===== src/rtl/my_div_unit_if.sv =====
// Handshake and result bundle between the CPU control unit (master) and my_div_unit (slave).
interface my_div_unit_if #(
   parameter int unsigned DATA_WIDTH = 8
);
   logic                  start;
   logic [DATA_WIDTH-1:0] dividend;
   logic [DATA_WIDTH-1:0] divisor;
   logic                  busy;
   logic                  done;
   logic [DATA_WIDTH-1:0] quotient;
   logic [DATA_WIDTH-1:0] remainder;
   logic                  div_by_zero;

   modport master (
      output start, dividend, divisor,
      input  busy, done, quotient, remainder, div_by_zero
   );

   modport slave (
      input  start, dividend, divisor,
      output busy, done, quotient, remainder, div_by_zero
   );
endinterface


===== src/rtl/my_div_unit.sv =====
// Sequential restoring divider, one quotient bit per clock.
// Define MY_DIV_SIGNED_EN for two's-complement operands (sign fix applied when results load).
module my_div_unit #(
   parameter int unsigned DATA_WIDTH = 8
) (
   input logic         clk,
   input logic         rst,
   my_div_unit_if.slave bus
);
   localparam int unsigned W  = DATA_WIDTH;
   localparam int unsigned CW = $clog2(DATA_WIDTH + 1);

   typedef enum logic {IDLE, RUN} state_t;

   state_t        state_q, state_d;
   logic [CW-1:0] cnt_q, cnt_d;
   logic [W-1:0]  rem_q, rem_d;
   logic [W-1:0]  dvd_q, dvd_d;
   logic [W-1:0]  dvs_q, dvs_d;
   logic          busy_q, busy_d;
   logic          done_q, done_d;
   logic          dbz_q, dbz_d;
   logic [W-1:0]  quo_q, quo_d;
   logic [W-1:0]  res_rem_q, res_rem_d;
`ifdef MY_DIV_SIGNED_EN
   logic          qneg_q, qneg_d;
   logic          rneg_q, rneg_d;

   function automatic logic [W-1:0] negate(input logic [W-1:0] v);
      return ~v + W'(1);
   endfunction

   function automatic logic [W-1:0] mag(input logic [W-1:0] v);
      return v[W-1] ? negate(v) : v;
   endfunction
`endif

   logic [W:0]    shifted;
   logic [W:0]    trial;
   logic [W-1:0]  step_rem;
   logic [W-1:0]  step_quo;

   // One restoring step; shifted keeps the carried-out bit so the trial never truncates.
   always_comb begin
      shifted  = {rem_q, dvd_q[W-1]};
      trial    = shifted - {1'b0, dvs_q};
      step_quo = {dvd_q[W-2:0], ~trial[W]};
      step_rem = trial[W] ? shifted[W-1:0] : trial[W-1:0];
   end

   always_comb begin
      state_d   = state_q;
      cnt_d     = cnt_q;
      rem_d     = rem_q;
      dvd_d     = dvd_q;
      dvs_d     = dvs_q;
      busy_d    = busy_q;
      done_d    = 1'b0;
      dbz_d     = dbz_q;
      quo_d     = quo_q;
      res_rem_d = res_rem_q;
`ifdef MY_DIV_SIGNED_EN
      qneg_d    = qneg_q;
      rneg_d    = rneg_q;
`endif
      case (state_q)
         IDLE: begin
            if (bus.start) begin
               if (bus.divisor == '0) begin
                  quo_d     = '1;
                  res_rem_d = bus.dividend;
                  dbz_d     = 1'b1;
                  done_d    = 1'b1;
               end else begin
`ifdef MY_DIV_SIGNED_EN
                  dvd_d  = mag(bus.dividend);
                  dvs_d  = mag(bus.divisor);
                  qneg_d = bus.dividend[W-1] ^ bus.divisor[W-1];
                  rneg_d = bus.dividend[W-1];
`else
                  dvd_d  = bus.dividend;
                  dvs_d  = bus.divisor;
`endif
                  rem_d   = '0;
                  cnt_d   = CW'(W);
                  state_d = RUN;
                  busy_d  = 1'b1;
               end
            end
         end
         RUN: begin
            rem_d = step_rem;
            dvd_d = step_quo;
            cnt_d = cnt_q - CW'(1);
            if (cnt_q == CW'(1)) begin
               state_d = IDLE;
               busy_d  = 1'b0;
               done_d  = 1'b1;
               dbz_d   = 1'b0;
`ifdef MY_DIV_SIGNED_EN
               quo_d     = qneg_q ? negate(step_quo) : step_quo;
               res_rem_d = rneg_q ? negate(step_rem) : step_rem;
`else
               quo_d     = step_quo;
               res_rem_d = step_rem;
`endif
            end
         end
         default: state_d = IDLE;
      endcase
   end

   always_ff @(posedge clk or posedge rst) begin
      if (rst) begin
         state_q   <= IDLE;
         cnt_q     <= '0;
         rem_q     <= '0;
         dvd_q     <= '0;
         dvs_q     <= '0;
         busy_q    <= 1'b0;
         done_q    <= 1'b0;
         dbz_q     <= 1'b0;
         quo_q     <= '0;
         res_rem_q <= '0;
`ifdef MY_DIV_SIGNED_EN
         qneg_q    <= 1'b0;
         rneg_q    <= 1'b0;
`endif
      end else begin
         state_q   <= state_d;
         cnt_q     <= cnt_d;
         rem_q     <= rem_d;
         dvd_q     <= dvd_d;
         dvs_q     <= dvs_d;
         busy_q    <= busy_d;
         done_q    <= done_d;
         dbz_q     <= dbz_d;
         quo_q     <= quo_d;
         res_rem_q <= res_rem_d;
`ifdef MY_DIV_SIGNED_EN
         qneg_q    <= qneg_d;
         rneg_q    <= rneg_d;
`endif
      end
   end

   assign bus.busy        = busy_q;
   assign bus.done        = done_q;
   assign bus.div_by_zero = dbz_q;
   assign bus.quotient    = quo_q;
   assign bus.remainder   = res_rem_q;
endmodule


===== src/flat_wrapper.sv =====
// flat-port wrapper written by rule: the top's interface ports become plain ports
module my_div_unit_flat 
#(
   parameter int unsigned DATA_WIDTH = 8
)
  (clk, rst, bus_start, bus_dividend, bus_divisor, bus_busy, bus_done, bus_quotient, bus_remainder, bus_div_by_zero);
  my_div_unit_if #(.DATA_WIDTH(DATA_WIDTH)) bus_i ();
  input logic clk;
  input logic rst;
  input wire logic [$bits(bus_i.start)-1:0] bus_start;
  input wire logic [$bits(bus_i.dividend)-1:0] bus_dividend;
  input wire logic [$bits(bus_i.divisor)-1:0] bus_divisor;
  output wire logic [$bits(bus_i.busy)-1:0] bus_busy;
  output wire logic [$bits(bus_i.done)-1:0] bus_done;
  output wire logic [$bits(bus_i.quotient)-1:0] bus_quotient;
  output wire logic [$bits(bus_i.remainder)-1:0] bus_remainder;
  output wire logic [$bits(bus_i.div_by_zero)-1:0] bus_div_by_zero;
  assign bus_i.start = bus_start;
  assign bus_i.dividend = bus_dividend;
  assign bus_i.divisor = bus_divisor;
  assign bus_busy = bus_i.busy;
  assign bus_done = bus_i.done;
  assign bus_quotient = bus_i.quotient;
  assign bus_remainder = bus_i.remainder;
  assign bus_div_by_zero = bus_i.div_by_zero;
  my_div_unit #(.DATA_WIDTH(DATA_WIDTH)) u_core (.clk(clk), .rst(rst), .bus(bus_i));
endmodule

===== config.mk =====
export PLATFORM = sky130hd
export DESIGN_NAME = my_div_unit_flat
export DESIGN_NICKNAME = d
export VERILOG_FILES = /design/src/rtl/my_div_unit_if.sv /design/src/rtl/my_div_unit.sv /design/src/flat_wrapper.sv
export SDC_FILE = /design/constraint.sdc
export NUM_CORES = 1
export LEC_CHECK = 0
export BUFFER_PORTS_ARGS = -buffer_cell sky130_fd_sc_hd__buf_4
export CORE_MARGIN = 5
export CORE_UTILIZATION = 55
export DETAILED_ROUTE_END_ITERATION = 10
export MAX_ROUTING_LAYER = met4
export PLACE_DENSITY_LB_ADDON = 0.15
export SETUP_SLACK_MARGIN = 0.15
export SLEW_MARGIN = 20
export SYNTH_ARGS = -nofsm -noshare
export SYNTH_HDL_FRONTEND = slang
export SYNTH_SLANG_ARGS = --single-unit
export TNS_END_PERCENT = 20

===== constraint.sdc =====
create_clock -name clk -period 4.5 [get_ports clk]
set_input_delay 0.9 -clock clk [delete_from_list [all_inputs] [get_ports clk]]
set_output_delay 0.9 -clock clk [all_outputs]
set_load 0.02 [all_outputs]

======== Yosys cells after proc, flatten, opt, wreduce, memory -nomap -nowiden ========
Index checks and enable logic that the tools add are counted.
cells by class
  $add $sub $neg .......................... 2
  multipliers ............................. 0
  divide/modulo/power cells ............... 0
  order comparisons ....................... 0
  equal/unequal tests ..................... 5
  shift operators ......................... 0
  mux-type cells .......................... 33
  bitwise logic cells ..................... 3
  reductions and logical operators ........ 5
operators by type and width
  operator                                                                 count
  8-bit 2-to-1 mux                                                         11
  8-bit one-hot mux with 2 select lines                                    4
  1-bit 2-to-1 mux                                                         11
  3-bit AND reduction                                                      3
  9-bit by 8-bit subtractor with 9-bit output                              1
  8-bit logical NOT                                                        1
  4-bit 2-to-1 mux                                                         2
  1-bit one-hot mux with 2 select lines                                    4
  4-bit one-hot mux with 2 select lines                                    1
  2-bit inequality test, second input constant                             3
  4-bit by 1-bit equality test with 1-bit output, second input constant    1
  4-bit by 1-bit subtractor with 4-bit output, second input constant       1
  1-bit NOT                                                                3
  2-bit by 1-bit inequality test with 1-bit output, second input constant  1
  2-bit AND reduction                                                      1
storage, ports and cells
  register bits ........................... 48
  latch bits .............................. 0
  memory bits (writable) .................. 0
  memory bits (read-only) ................. 0
  input bits .............................. 19
  output and inout bits ................... 19
  word-level logic and storage cells ...... 58
  memories ................................ 0

======== Logic depth before layout (Yosys ltp) ========
Gate-level depths: netlist of run 1.
  depth after elaboration ................. 4
  gate-level depth with buffers ........... 9
  mapped depth without buffers ............ 9

======== Least setup slack after synthesis of run 1 ========
Ideal clock, no wire load.
  path type ............................... in2reg
  start ................................... input bus_divisor[0]
  end ..................................... register u_core.res_rem_q[7] (netlist: u_core.bus.remainder[7])
  library setup time ...................... 82 ps
  data arrival time ....................... 2307 ps
  data required time ...................... 4418 ps
  setup slack ............................. 2111 ps
  stages .................................. 7
  path buffers ............................ 0
  cells stage by stage .................... or4_4 nor3_4 nor2_2 clkinv_4 nor2_1 a221o_1 a31oi_1
on the way
  word-level cells in the longest chain between the ends .. 3
ends and longest elaborated chain
  what                                                               RTL line            RTL
  start: declaration                                                 flat_wrapper.sv:12  input wire logic [$bits(bus_i.divisor)-1:0] bus_divisor;
  8-bit logical NOT                                                  my_div_unit.sv:69   if (bus.divisor == '0) begin
  2-bit by 1-bit inequality test with 1-bit output (no source line)  n/a
  3-bit AND reduction (no source line)                               n/a
  end signal: assignment                                             my_div_unit.sv:139  res_rem_q <= res_rem_d;
  end: declaration                                                   my_div_unit.sv:24   logic [W-1:0] res_rem_q, res_rem_d;
Every way passes these cells.
A chain may end at the register's enable or synchronous reset.

======== Final worst setup path of run 1 ========
  start ................................... register u_core.state_q
  end ..................................... register u_core.res_rem_q[5] (netlist: u_core.bus.remainder[5])
on the way
  word-level cells in the longest chain between the ends .. 3
  elaborated cells on any way between the ends .. 6
  those cells by class .................... 3 x eq/ne; 1 x mux; 1 x bitwise; 1 x reduce/logical
ends and longest elaborated chain
  what                                                                                                        RTL line            RTL
  start: declaration                                                                                          my_div_unit.sv:15   state_t state_q, state_d;
  start signal: assignment                                                                                    my_div_unit.sv:130  state_q <= state_d;
  1-bit NOT (no source line)                                                                                  n/a
  2-bit by 1-bit inequality test with 1-bit output (no source line) or 2-bit inequality test (tied branches)  n/a
  3-bit AND reduction (no source line)                                                                        n/a
Parallel ways exist; a longest one is shown, timed or not.

==> results.cfg, run 1 <==
[status]
status = complete, no violations

[detailed_routing]
vias = 1904
ant_nets = 0
first_iter_violations = 157
wl_per_cell_um = 17.2
drtPass1Iterations = 4
drt-total-wl_um = 5670
drc = 0
vias_per_cell = 5.79

[finish]
n_antenna_cell = 0
stdcell_area_um2 = 2900
layout-drive-gt1-share = 0.209
syn_to_final_growth_pct = 17.5
nNetsFinal = 306

[clocking]
root_buffer = clkbuf_8
htree_levels = 2
clk_latency_ps = 300
cts.clk_slew.worst_paths_ps = 90
numCtsBuffers = 5
post_cts_buffers = 0
clkSinkCount = 48
cts_resized = 0
cts_hold_buf = 0
cts_buffer_depth = 2
cts_tree = done

[critical_path]
endpoint_kind = flop
crit_slowest_cell = dfrtp_1
critPathKind = flop to flop
cp.arrival_ps = 3090
worstPathRequired_ps = 4720
worstPathMaxFanout = 29
cp-start-kind = flop
cp_cell_sequence = inv_1, nor4b_4, nor2_2, clkinv_4, nor2_1, a221o_1, a31oi_1
critical_path.max_stage_delay_ps = 880

[place]
placed_area_um2 = 2780
dp_hpwl_um = 4170
portBuffers = 37
place_ws_ps = 1660
gp_congestion = 0.863

[sta]
finalWorstSetupSlack_ps = 1640
final.setup.tns_ps = 0
post-route-min-period_ps = 2860
finalHoldViolCount = 0
min_period_over_period = 0.637
rsz0062_at_grt = no
max_slew_margin = 0.364
clock-skew-final_ps = 10.9
drv_slew = 0
whs_ps = 497
tightest_slew_ps = 950
fmax_ghz = 0.349
setup_viol = 0

[yosys]
async_reset_ff_frac = 1.00
synth_area_um2 = 2470
yosysSeqAreaShare = 0.486
yosysUniqueCellTypes = 44
synth_top_area_cell = dfrtp_1
netlist_top_cells_area = dfrtp_1 49%, o21ai_0 6.3%, ha_1 5.1%
syn_nets = 270
yosysTopAreaCellShare = 0.486
ys_seq_elements = 48
synth_edf_count = 0
postSynthCellCount = 240
ys_warn_count = 0
avgSynthCellArea_um2 = 10.3
ys.flop_type = dfrtp_1

[die]
dieArea_um2 = 5930
initial_core_util = 0.568
io_pins = 38
core_area_um2 = 4350
rows = 24
die_y_um = 77.0
die_w_um = 77.0

[power]
combinationalPowerShare = 0.558
p_int_uw = 1490
p_leak_uw = 0.00136
switchingPower_uw = 1150
share_clk_of_total_power = 0.125
netSwitchingFraction = 0.437
seqPwrFrac = 0.317
vdd_drop_max_v = 0.000473
p_per_area_nw_per_um2 = 908

[worst_hold_path]
hold_class = flop to flop

[global_route]
track_usage = 0.209
grt_pass1_wl_um = 9890
grt_pass1_vias = 2031
grt_max_degree = 49
grt_remaining_overflow = 0
antenna_found_initial = 0

[flow_run]
max_cap_viol_count = 0
## placed cells by master, fill, tap and decap left out, types with 2 or more instances in the layout
| cell type | n |
|---|---|
| nand2b_1 | 3 |
| nand3b_1 | 2 |
| mux2i_1 | 11 |
| o211a_1 | 2 |
| or4_4 | 2 |
| mux2_2 | 3 |
| inv_1 | 12 |
| a31oi_1 | 3 |
| nor3b_1 | 2 |
| xor2_1 | 2 |
| o22a_1 | 9 |
| and2_1 | 3 |
| nor2_1 | 14 |
| nor3_1 | 3 |
| o21ai_0 | 30 |
| o21a_1 | 3 |
| clkbuf_8 | 6 |
| o211ai_1 | 5 |
| buf_4 | 38 |
| a22oi_1 | 3 |
| nand2_1 | 22 |
| clkinv_4 | 2 |
| a21o_1 | 6 |
| nand3_1 | 7 |
| dfrtp_1 | 48 |
| ha_1 | 10 |
| a221o_1 | 2 |
| a21oi_1 | 6 |
## cell type report
class / instances / area, um2
Multi-Input combinational cell: 169 / 1170
Tap cell: 52 / 65.1
Clock inverter: 2 / 38.8
Fill cell: 344 / 1450
Timing Repair Buffer: 38 / 285
Sequential cell: 48 / 1200
Inverter: 14 / 58.8
Clock buffer: 6 / 82.6
## routing by layer
layer  wire length [um]  global-route usage  share of wire
met1               2730               0.297           0.48
met2               2650               0.312           0.47
met3                229              0.0386          0.040
met4                 55              0.0498         0.0097
met5                  0                   -              0
## sequential cells by signal (all words and copies together) (netlist names)
name and cells:
u_core.cnt_q 4, u_core.dvd_q 8, u_core.bus.done 1, u_core.bus.quotient 8, u_core.bus.remainder 8, u_core.bus.busy 1
u_core.rem_q 8, u_core.dvs_q 8, u_core.state_q 1, u_core.bus.div_by_zero 1
## cell usage after synthesis (5+ instances only)
master and instances:
dfrtp_1 48, a21oi_1 6, ha_1 10, o21ai_0 31
o211ai_1 5, nand3_1 7, inv_1 13, mux2i_1 11
nand2_1 22, clkbuf_1 5, o22a_1 9, a21o_1 6
nor2_1 14
## stage by stage
| step | instances | utilization | total power, uW |
|---|---|---|---|
| after global routing | 329 | 0.667 | 2880 |
| after floorplan | 240 | - | 1890 |
| after global placement | 321 | 0.639 | 2270 |
| final | 329 | 0.667 | 2640 |
| after CTS | 329 | 0.666 | 2660 |
| after detailed placement | 321 | 0.639 | 2310 |
## logic make-up (layout without fill, tap and decap cells)
family,count (synthesis),count (layout),synth area share
and+or+nand+nor,66,66,0.145
muxes,14,14,0.0582
DFF,48,48,0.486
xor gates and xnor gates,2,2,0.00709
buffers and inverters,23,60,0.0400
adders and majority gates,11,11,0.0587
AOI/OAI and AO/OA,76,76,0.205
## worst max-delay path: cells and delay by family, from the launching register on
kind            cells  cell delay [ps]
flops               1              880
simple gates        3              850
buf+inv             2              630
compound gates      2              410
## power groups by stage
stage                     clock [uW]  combinational [uW]  sequential [uW]
final                            330                1470              837
after detailed placement           0                1470              844
after global placement             0                1430              839
after CTS                        339                1480              838
after floorplan                    0                1010              875
after global routing             366                1640              868
## final timing paths
kind	startpoint	end	slack [ps]	cells past startpoint
max in group asynchronous	rst	u_core.bus.remainder[7]$_DFFE_PP0P_	3290	2
worst max register to register	u_core.state_q$_DFF_PP0_	u_core.bus.remainder[5]$_DFFE_PP0P_	1640	7
min in group asynchronous	rst	u_core.dvs_q[3]$_DFFE_PP0P_	720	2
worst min-delay path	u_core.bus.div_by_zero$_DFFE_PP0P_	u_core.bus.div_by_zero$_DFFE_PP0P_	500	1
worst max-delay path	u_core.state_q$_DFF_PP0_	u_core.bus.remainder[5]$_DFFE_PP0P_	1640	7
worst min register to register	u_core.bus.div_by_zero$_DFFE_PP0P_	u_core.bus.div_by_zero$_DFFE_PP0P_	500	1
(Power assumes the default switching activity.)
==> run 2: changes to the inputs <==
==> constraint.sdc (replaced) <==
create_clock -name clk -period 2.7 [get_ports clk]
set_input_delay 0.54 -clock clk [delete_from_list [all_inputs] [get_ports clk]]
set_output_delay 0.54 -clock clk [all_outputs]
set_load 0.02 [all_outputs]
==> run 2 against run 1 <==
- hold slack lost 230 ps
- register-to-register slack lost 1400 ps
- worst setup slack got worse by 1400 ps
- die area unchanged
- critical path type unchanged
- critical endpoint unchanged
- largest power group unchanged
- highest routed layer unchanged
==> results.cfg, run 2 (same netlist as run 1, synthesis figures left out) <==
[status]
status = complete, no violations

[power]
switchingPower_uw = 2070
p_per_area_nw_per_um2 = 1560
p_leak_uw = 0.00141
combinationalPowerShare = 0.615
vdd_drop_max_v = 0.000889
netSwitchingFraction = 0.440
p_total_uw = 4700
p_int_uw = 2640
seqPwrFrac = 0.292
share_clk_of_total_power = 0.093

[sta]
post-route-min-period_ps = 2510
rsz0062_at_grt = no
fmax_ghz = 0.398
setup_viol = 0
tightest_slew_ps = 872
final.setup.tns_ps = 0
drv_slew = 0
finalHoldViolCount = 0
clock-skew-final_ps = 7.77
whs_ps = 272
max_slew_margin = 0.416
min_period_over_period = 0.930

[clocking]
clkSinkCount = 48
numCtsBuffers = 5
htree_levels = 2
cts_hold_buf = 0
cts.clk_slew.worst_paths_ps = 90
cts_buffer_depth = 2
cts_tree = done
root_buffer = clkbuf_8
clk_latency_ps = 300

[place]
dp.cells = 325
dp_hpwl_um = 4170
portBuffers = 37
gp_congestion = 0.797

[critical_path]
cp_cell_sequence = inv_2, ha_4, inv_2, fa_2, a211oi_4, o211a_1, o211ai_4, buf_6, a221o_1, a31oi_1
worstPathMaxFanout = 6
endpoint_kind = flop
cp.arrival_ps = 2730
critPathKind = flop to flop
crit_slowest_cell = dfrtp_1
cpMostUsedCell = inv_2
cp-start-kind = flop
worstPathRequired_ps = 2920
critical_path.max_stage_delay_ps = 410

[detailed_routing]
vias_per_cell = 5.91
wl_per_cell_um = 17.3
ant_nets = 0
vias = 2005
first_iter_violations = 102
drt-total-wl_um = 5860
drc = 0
drtPass1Iterations = 4

[die]
initial_core_util = 0.568
io_pins = 38
core_area_um2 = 4350
dieArea_um2 = 5930
die_y_um = 77.0
die_w_um = 77.0
rows = 24

[worst_hold_path]
hold_class = input pin to asynchronous set/reset pin

[finish]
mostFrequentLayoutCells = 48 x dfrtp_1, 47 x buf_4, 30 x o21ai_0
nNetsFinal = 317
multiInputGateArea_um2 = 1210
layout-drive-gt1-share = 0.254
n_antenna_cell = 0
final_common_cell = dfrtp_1
syn_to_final_growth_pct = 21.8
fin_cells = 339
n_fill_cell = 342
seqCellArea_um2 = 1200
utilization = 0.691

[flow_run]
max_cap_viol_count = 0

[global_route]
grt_remaining_overflow = 0
track_usage = 0.208
grt_max_degree = 26
antenna_found_initial = 0
grt_pass1_wl_um = 9650
grt_pass1_vias = 1924
-- run 2: cell count changes in the layout (fill, tap and decap cells not counted), sizes merged --
cell | before | now
buf | 38 | 49
bufinv | 1 | 0
clkinv | 3 | 2
inv | 12 | 13
-- run 2: path summary, 6_finish.rpt --
| path | to | start | slack [ps] | cells after the start |
|---|---|---|---|---|
| min | u_core.bus.quotient[1]$_DFFE_PP0P_ | rst | 270 | 2 |
| min in group clk | u_core.dvs_q[5]$_DFFE_PP0P_ | bus_divisor[5] | 450 | 3 |
| max in group asynchronous | u_core.dvd_q[6]$_DFFE_PP0P_ | rst | 1710 | 3 |
| min reg2reg | u_core.bus.div_by_zero$_DFFE_PP0P_ | u_core.bus.div_by_zero$_DFFE_PP0P_ | 490 | 1 |
| max | u_core.bus.remainder[5]$_DFFE_PP0P_ | u_core.dvd_q[7]$_DFFE_PP0P_ | 190 | 10 |
| max reg2reg | u_core.bus.remainder[5]$_DFFE_PP0P_ | u_core.dvd_q[7]$_DFFE_PP0P_ | 190 | 10 |
-- run 2: layer usage --
| layer | track usage | part of all wire | up-vias |
|---|---|---|---|
| met5 | - | 0 | - |
| met4 | 0.0464 | 0.014 | 0 |
| met3 | 0.0422 | 0.048 | 10 |
| met2 | 0.310 | 0.48 | 73 |
| met1 | 0.295 | 0.46 | 961 |
| li1 | - | - | 961 |
-- run 2: metrics by stage --
step | worst slack (ps) | cell area [um2]
detailed placement | 222 | 2820
global placement | 274 | 2820
finish | 190 | 3010
global route | 83.0 | 3010
CTS | 192 | 2910
floorplan | 393 | 2470
-- run 2: layout make-up --
class,instances,share of cell area
multi-input combinational,169,0.402
sequential,48,0.399
timing repair buffer,49,0.128
clock buffer,6,0.0274
tap,52,0.0216
inverter,14,0.0191
clock inverter,1,0.00291
-- run 2: power by group through the flow --
| stage | logic, uW | registers (uW) | clock network [uW] |
|---|---|---|---|
| after floorplan | 1690 | 1460 | 0 |
| after global placement | 2430 | 1370 | 0 |
| after detailed placement | 2490 | 1370 | 0 |
| after CTS | 2510 | 1360 | 452 |
| after global routing | 3170 | 1420 | 496 |
| final | 2890 | 1370 | 439 |
-- run 2: worst max-delay path, delay by kind of cell (launching register included) --
family          cells  cell delay, ps
compound gates      5            1190
fa+ha+maj           2             540
flops               1             410
buf+inv             3             290
-- run 2: timing repair --
item                       CTS  global route
gates resized for setup      0            11
setup endpoints to repair    0            16
buffers inserted             0             7
==> run 3: changes to the inputs <==
==> constraint.sdc (replaced) <==
create_clock -name clk -period 2.7 [get_ports clk]
set_input_delay 0.135 -clock clk [delete_from_list [all_inputs] [get_ports clk]]
set_output_delay 0.135 -clock clk [all_outputs]
set_load 0.02 [all_outputs]
==> run 3 against run 2 <==
- the flow now finishes with violations (negative hold slack)
- clock-buffer cell count did not move
- critical path depth did not move
- final area shrank 0.67%
- sequential power about the same
- power decreased by 0.15%
- die area unchanged
- global-route usage rose by 0.23 points
- utilization decreased by 0.46 points
- sequential share of layout area increased by 0.27 points
- worst setup slack improved by 0.59 ps
- critical path type unchanged
==> results.cfg, run 3 (same netlist as run 1, synthesis figures left out) <==
[power]
combinationalPowerShare = 0.613
switchingPower_uw = 2060
seqPwrFrac = 0.291
p_int_uw = 2640
vdd_drop_max_v = 0.000718
netSwitchingFraction = 0.438
share_clk_of_total_power = 0.096
p_per_area_nw_per_um2 = 1570
p_leak_uw = 0.00140

[place]
place_ws_ps = 165
gp_congestion = 0.833
portBuffers = 37
dp_hpwl_um = 4140
dp.cells = 325

[finish]
mostFrequentLayoutCells = 48 x dfrtp_1, 47 x buf_4, 30 x o21ai_0
final_common_cell = dfrtp_1
layout-drive-gt1-share = 0.258
utilization = 0.686
fin_cells = 339
n_antenna_cell = 0
nNetsFinal = 316
syn_to_final_growth_pct = 21.0

[detailed_routing]
drt-total-wl_um = 5720
wl_per_cell_um = 16.9
drc = 0
drtPass1Iterations = 4
first_iter_violations = 155
ant_nets = 0
vias = 1984
vias_per_cell = 5.85

[global_route]
grt_remaining_overflow = 0
track_usage = 0.210
grt_pass1_vias = 1999
antenna_found_initial = 0
grt_max_degree = 49
grt_pass1_wl_um = 9890

[sta]
setup_viol = 0
tightest_slew_ps = 881
max_slew_margin = 0.410
fmax_ghz = 0.398
finalWorstSetupSlack_ps = 190
whs_ps = -45.3
rsz0062_at_grt = no
clock-skew-final_ps = 3.94
post-route-min-period_ps = 2510
min_period_over_period = 0.930
final.setup.tns_ps = 0
finalHoldViolCount = 48
drv_slew = 0

[critical_path]
worstReg2RegStart = u_core.dvd_q[7]$_DFFE_PP0P_
worstPathRequired_ps = 2920
cp-start-kind = flop
r2r_setup_slack_ps = 190
r2r_cells = 10
endpoint_kind = flop
reg2reg_to = u_core.bus.remainder[5]$_DFFE_PP0P_
critPathKind = flop to flop
worstPathMaxFanout = 6
cp.arrival_ps = 2730

[clocking]
htree_levels = 2
clk_latency_ps = 300
cts_buffer_depth = 2
cts.clk_slew.worst_paths_ps = 90
numCtsBuffers = 5
cts_tree = done
cts_hold_buf = 0
root_buffer = clkbuf_8
clkSinkCount = 48

[die]
dieArea_um2 = 5930
die_w_um = 77.0
die_y_um = 77.0
io_pins = 38
rows = 24
core_area_um2 = 4350
initial_core_util = 0.568

[worst_hold_path]
hold_class = input pin to asynchronous set/reset pin

[flow_run]
max_cap_viol_count = 0

[status]
violations = negative hold slack
status = finished with violations
[run 3: cell types whose count changed in the layout (fill, tap and decap cells not counted)]
cell,before,now
inv_2,3,2
ha_2,0,1
mux2i_2,0,1
clkinv_2,0,2
inv_6,0,1
clkinv_4,2,1
mux2i_1,11,10
buf_12,1,0
ha_4,1,0
[run 3: worst max path at each step]
stage	startpoint	endpoint	slack, ps	cells past startpoint
CTS	u_core.dvd_q[7]$_DFFE_PP0P_	u_core.bus.remainder[3]$_DFFE_PP0P_	180	9
finish	u_core.dvd_q[7]$_DFFE_PP0P_	u_core.bus.remainder[5]$_DFFE_PP0P_	190	10
floorplan	u_core.dvd_q[7]$_DFFE_PP0P_	u_core.bus.remainder[3]$_DFFE_PP0P_	390	9
global route	u_core.dvd_q[7]$_DFFE_PP0P_	u_core.bus.remainder[5]$_DFFE_PP0P_	70	10
global placement	u_core.dvd_q[7]$_DFFE_PP0P_	u_core.bus.remainder[3]$_DFFE_PP0P_	270	9
detailed placement	u_core.dvd_q[7]$_DFFE_PP0P_	u_core.bus.remainder[3]$_DFFE_PP0P_	170	9
[run 3: what timing repair did]
item / CTS / global route
pin swaps: 0 / 5
setup endpoints to repair: 1 / 13
gates resized for setup: 1 / 10
hold endpoints to repair: 0 / 0
buffers inserted: 0 / 6
[run 3: final cells by class]
cell class / instances / area, um2
Fill cell: 345 / 1370
Inverter: 14 / 58.8
Timing Repair Buffer: 48 / 364
Multi-Input combinational cell: 169 / 1200
Clock inverter: 2 / 13.8
Sequential cell: 48 / 1200
Clock buffer: 6 / 82.6
Tap cell: 52 / 65.1
[run 3: through the flow]
stage / total power, uW / cell area (um2)
6_report: 4700 / 2990
4_1_cts: 4360 / 2910
2_1_floorplan: 3140 / 2470
3_3_place_gp: 3800 / 2810
5_1_grt: 5090 / 2990
3_5_place_dp: 3850 / 2810
[run 3: worst max-delay path, stage by stage, from the launching register on]
cell and delay, ps:
dfrtp_1 400, inv_2 60, ha_2 170, inv_2 50
fa_2 420, a211oi_4 310, o211a_1 230, o211ai_4 140
buf_6 170, a221o_1 320, a31oi_1 150
[run 3: layer usage]
metal / part of all wire / track usage
met5: 0 / -
met4: 0.024 / 0.0550
met3: 0.054 / 0.0375
met2: 0.47 / 0.325
met1: 0.45 / 0.288
[run 3: power groups by stage]
stage / combinational (uW) / sequential [uW] / clock (uW)
3_5_place_dp: 2480 / 1370 / 0
2_1_floorplan: 1690 / 1460 / 0
3_3_place_gp: 2430 / 1370 / 0
6_report: 2880 / 1360 / 452
5_1_grt: 3170 / 1420 / 505
4_1_cts: 2530 / 1360 / 464
